`config.mk`:
```
export PLATFORM = sky130hd
export DESIGN_NAME = pipe_ctrl_stage
export DESIGN_NICKNAME = d
export VERILOG_FILES = /design/src/rtl/pipe_ctrl_stage.sv
export SDC_FILE = /design/constraint.sdc
export NUM_CORES = 1
export LEC_CHECK = 0
export ABC_CLOCK_PERIOD_IN_PS = 15100
export CAP_MARGIN = 20
export CORE_ASPECT_RATIO = 0.7
export CORE_MARGIN = 4
export CORE_UTILIZATION = 52
export DETAILED_ROUTE_END_ITERATION = 10
export PLACE_DENSITY = 0.82
export SETUP_SLACK_MARGIN = 0.2
export SKIP_CTS_REPAIR_TIMING = 1
export SLEW_MARGIN = 15
export SYNTH_ARGS = -nofsm -noshare
export SYNTH_HDL_FRONTEND = slang
export SYNTH_SLANG_ARGS = --single-unit
```
`constraint.sdc`:
```
create_clock -name clk -period 15.1 [get_ports clk]
set_input_delay 3.02 -clock clk [delete_from_list [all_inputs] [get_ports clk]]
set_output_delay 3.02 -clock clk [all_outputs]
set_load 0.1 [all_outputs]
```
`src/rtl/pipe_ctrl_stage.sv`:
```
// Elastic valid/ready boundary register for a control bundle plus a data bundle.
// It holds up to two entries (SKID=1) or one (SKID=0) and shows an all-zero control bubble when empty.
module pipe_ctrl_stage #(
    parameter int CTRL_W = 5,
    parameter int DATA_W = 96,
    parameter int SKID   = 1
) (
    input  logic              clk,
    input  logic              rst,
    input  logic              flush,
    input  logic              in_valid,
    output logic              in_ready,
    input  logic [CTRL_W-1:0] in_ctrl,
    input  logic [DATA_W-1:0] in_data,
    output logic              out_valid,
    input  logic              out_ready,
    output logic [CTRL_W-1:0] out_ctrl,
    output logic [DATA_W-1:0] out_data,
    output logic [1:0]        occupancy
);

    typedef enum logic [1:0] {
        ST_EMPTY = 2'd0,
        ST_ONE   = 2'd1,
        ST_FULL  = 2'd2
    } state_t;

    state_t              state_q, state_d;
    logic [CTRL_W-1:0]   main_ctrl_q, main_ctrl_d;
    logic [DATA_W-1:0]   main_data_q, main_data_d;
    logic [CTRL_W-1:0]   skid_ctrl_q, skid_ctrl_d;
    logic [DATA_W-1:0]   skid_data_q, skid_data_d;

    logic do_accept;
    logic do_release;

    assign out_valid = (state_q != ST_EMPTY);
    assign occupancy = {state_q == ST_FULL, state_q == ST_ONE};
    assign out_data  = main_data_q;
    // Bubble: the downstream never sees write/read enables from an empty stage.
    assign out_ctrl  = main_ctrl_q & {CTRL_W{out_valid}};

    generate
        if (SKID != 0) begin : g_skid
            assign in_ready = (state_q != ST_FULL);
        end else begin : g_noskid
            assign in_ready = !out_valid || out_ready;
        end
    endgenerate

    assign do_accept  = in_valid && in_ready;
    assign do_release = out_valid && out_ready;

    always_comb begin
        state_d     = state_q;
        main_ctrl_d = main_ctrl_q;
        main_data_d = main_data_q;
        skid_ctrl_d = skid_ctrl_q;
        skid_data_d = skid_data_q;
        // Flush drops only the valid state; payload registers keep their contents.
        if (flush) begin
            state_d = ST_EMPTY;
        end else begin
            case (state_q)
                ST_EMPTY: begin
                    if (do_accept) begin
                        state_d     = ST_ONE;
                        main_ctrl_d = in_ctrl;
                        main_data_d = in_data;
                    end
                end
                ST_ONE: begin
                    if (do_accept && do_release) begin
                        main_ctrl_d = in_ctrl;
                        main_data_d = in_data;
                    end else if (do_accept) begin
                        state_d     = ST_FULL;
                        skid_ctrl_d = in_ctrl;
                        skid_data_d = in_data;
                    end else if (do_release) begin
                        state_d = ST_EMPTY;
                    end
                end
                ST_FULL: begin
                    if (do_release) begin
                        state_d     = ST_ONE;
                        main_ctrl_d = skid_ctrl_q;
                        main_data_d = skid_data_q;
                    end
                end
                default: state_d = ST_EMPTY;
            endcase
        end
    end

    always_ff @(posedge clk or posedge rst) begin
        if (rst) begin
            state_q     <= ST_EMPTY;
            main_ctrl_q <= '0;
            main_data_q <= '0;
            skid_ctrl_q <= '0;
            skid_data_q <= '0;
        end else begin
            state_q     <= state_d;
            main_ctrl_q <= main_ctrl_d;
            main_data_q <= main_data_d;
            skid_ctrl_q <= skid_ctrl_d;
            skid_data_q <= skid_data_d;
        end
    end

endmodule

```
==> impl_metrics.env <==
export IMPL_outcome="finished, final reports clean"
export IMPL_reg2regPathDepth=5
export IMPL_vias=5332
export IMPL_nNetsFinal=875
export IMPL_syn_area_mm2=0.00936
export IMPL_max_slew_worst_pin_slew_ns=1.05
export IMPL_gp_congestion=0.741
export IMPL_grt_start_max_net_pins=119
export IMPL_setup_viol=0
export IMPL_die_area_mm2=0.0202
export IMPL_min_path_type="register to register"
export IMPL_yosys_warnings=0
export IMPL_crit_path_max_fanout=18
export IMPL_setup_tns_ns=0
export IMPL_slew_viol_final=0
export IMPL_p_sw_w=0.000808
export IMPL_synth_top_area_cell="dfrtp_1"
export IMPL_drcViolationCount=0
export IMPL_io_pins=211
export IMPL_ys_ff_latch=204
export IMPL_place_inst=978
export IMPL_utilization=0.698
export IMPL_path_clk_slew_ns=0.06
export IMPL_hold_depth=1
export IMPL_p_int_w=0.00126
export IMPL_cp_required_ns=12.08
export IMPL_syn_avg_cell_area_um2=16.6
export IMPL_chipHeight_um=120
export IMPL_numCtsBuffers=20
export IMPL_cts_max_path_buffers=3
export IMPL_synth_top_area_share=0.546
export IMPL_grt_setup_unrepaired="no"
export IMPL_synth_adder_area_share=0
export IMPL_ant_nets=0
export IMPL_max_freq_mhz=158
export IMPL_firstDrtPassIters=4
export IMPL_synthCells=564
export IMPL_synth_area_leaders="dfrtp_1 (55%), mux2_2 (26%), mux2_4 (14%)"
export IMPL_synth_top_family_by_area="multiplexers"
export IMPL_dpl_hpwl_mm=13.4
export IMPL_core_mm2=0.0174
export IMPL_relSlewSlack=0.297
export IMPL_finClkSkew_ns=0.0119
export IMPL_power_share_sequential=0.367
export IMPL_syn_num_nets=670
export IMPL_num_antenna_cells=0
export IMPL_finalHoldViolations=0
export IMPL_end_kind="output pin"
export IMPL_port_buffers=210
export IMPL_synthSimpleGateAreaFrac=0.0102
export IMPL_reg2reg_to="out_data[87]$_DFFE_PP0P_"
export IMPL_fin_cells=1013
export IMPL_crit_arrival_ns=3.32
export IMPL_power_share_combinational=0.385
export IMPL_pwr_share_clk=0.248
export IMPL_synth_xor_area_frac=0
export IMPL_grt_pass1_vias=6076
export IMPL_period_needed_ns=6.34
export IMPL_reg2reg_slack_ns=12.01
export IMPL_clkLatencyLatePin_ns=0.48
export IMPL_area_growth_pct=29.9
export IMPL_n_fill_cell=1181
export IMPL_synthMuxAreaShare=0.402
export IMPL_max_cap_violations=0
export IMPL_wl_mm=20.2
export IMPL_drive_gt1_frac=0.442
export IMPL_clock_sinks=204
export IMPL_root_buffer="clkbuf_16"
export IMPL_p_sw_frac=0.391
export IMPL_final_common_cell="mux2_2"
export IMPL_grt_first_pass_wirelength_mm=33.0
export IMPL_via_per_inst=5.26
export IMPL_cts_tree="built"
export IMPL_min_period_over_period=0.420
export IMPL_wl_per_cell_um=19.9
export IMPL_start_util=0.537
export IMPL_ys_seq_area_frac=0.546
export IMPL_drt_iter0_drc=318
export IMPL_whs_endpoint="skid_data_q[72]$_DFFE_PP0P_"
export IMPL_gr_total_overflow=0
export IMPL_cellPowerDensity_mw_per_mm2=170
export IMPL_die_w_um=168
export IMPL_antenna_found_initial=0
export IMPL_ir_worst_vdd_mv=0.120
export IMPL_grt_usage=0.201
export IMPL_htreeDepth=1
export IMPL_num_rows=40
export IMPL_path_class="register to output pin"
export IMPL_r2r_start="state_q[1]$_DFFE_PP0P_"
export IMPL_post_synth_num_cell_types=22
export IMPL_synth_compound_area_frac=0.00348
export IMPL_min_delay_start="skid_data_q[72]$_DFFE_PP0P_"
export IMPL_start_kind="register"
export IMPL_cellLeakagePower_nw=5.27
export IMPL_final_cell_mix="mux2_2 (213), clkdlybuf4s50_1 (210), dfrtp_1 (204)"
==> cells by family after synthesis <==
family,count (synthesis)
flip-flops,204
buffers and inverters,36
AO/OA/AOI/OAI,4
AND/OR/NAND/NOR,16
multiplexers,304
==> cells in the mapped netlist, drive strengths merged <==
library cell and instances:
mux2i 1, dfrtp 204, nand3 1, nand2b 1, nor2 3, a21oi 2
nand2 1, nor3 1, nor2b 7, nand4bb 1, clkbuf 1, buf 32
o31ai 1, inv 3, mux2 303, o21ba 1, or3b 1
==> worst max path at each step <==
| stage | cells past startpoint | to | slack [ns] | startpoint |
|---|---|---|---|---|
| after global placement | 6 | out_data[86]$_DFFE_PP0P_ | 8.96 | out_ready |
| after CTS | 3 | in_ready | 8.72 | state_q[0]$_DFFE_PP0P_ |
| final | 3 | in_ready | 8.76 | state_q[0]$_DFFE_PP0P_ |
| after floorplan | 1 | main_ctrl_q[0]$_DFFE_PP0P_ | 6.51 | rst |
| after detailed placement | 6 | out_data[87]$_DFFE_PP0P_ | 8.91 | out_ready |
| after global routing | 3 | in_ready | 8.60 | state_q[0]$_DFFE_PP0P_ |
==> critical path, stage by stage, from the launching register on <==
cell and delay, ns:
dfrtp_1 0.54, nand2b_1 0.70, buf_4 0.40, clkdlybuf4s50_1 1.19
==> flip-flops by register name (all words and copies together), names as in the netlist <==
name / count
main_ctrl_q: 5
out_data: 96
skid_ctrl_q: 5
skid_data_q: 96
state_q: 2
==> metal layers <==
layer | up-vias | global-route usage | part of all wire
li1 | 2418 | - | -
met1 | 2728 | 0.286 | 0.46
met2 | 158 | 0.320 | 0.46
met3 | 28 | 0.0484 | 0.061
met4 | 0 | 0.0395 | 0.018
met5 | - | 0 | 0
==> power by group through the flow <==
stage | registers (W) | logic [W] | clock network [W]
after detailed placement | 0.000765 | 0.000800 | 0
final | 0.000758 | 0.000795 | 0.000511
after CTS | 0.000758 | 0.000801 | 0.000523
after global placement | 0.000756 | 0.000786 | 0
after floorplan | 0.00114 | 0.000227 | 0
after global routing | 0.000773 | 0.000824 | 0.000549
==> per-stage QoR <==
stage | power, W | area (um^2) | setup slack [ns] | hold slack (ns)
global route | 0.00215 | 12200 | 8.60 | 0.509
floorplan | 0.00137 | 9360 | 6.51 | 0.474
global placement | 0.00154 | 11500 | 8.96 | 0.481
detailed placement | 0.00156 | 11500 | 8.91 | 0.488
CTS | 0.00208 | 12100 | 8.72 | 0.503
finish | 0.00206 | 12200 | 8.76 | 0.500
==> final cells by class <==
class,instances,area [um^2],area share
clock buffers,29,596,0.0490
clock inverters,6,82.6,0.00680
inverters,3,21.3,0.00175
multi-input cells,324,3910,0.322
flip-flops and latches,204,5100,0.420
well taps,231,289,0.0238
repair buffers,216,2150,0.177
Power figures use the tool's default switching activity.
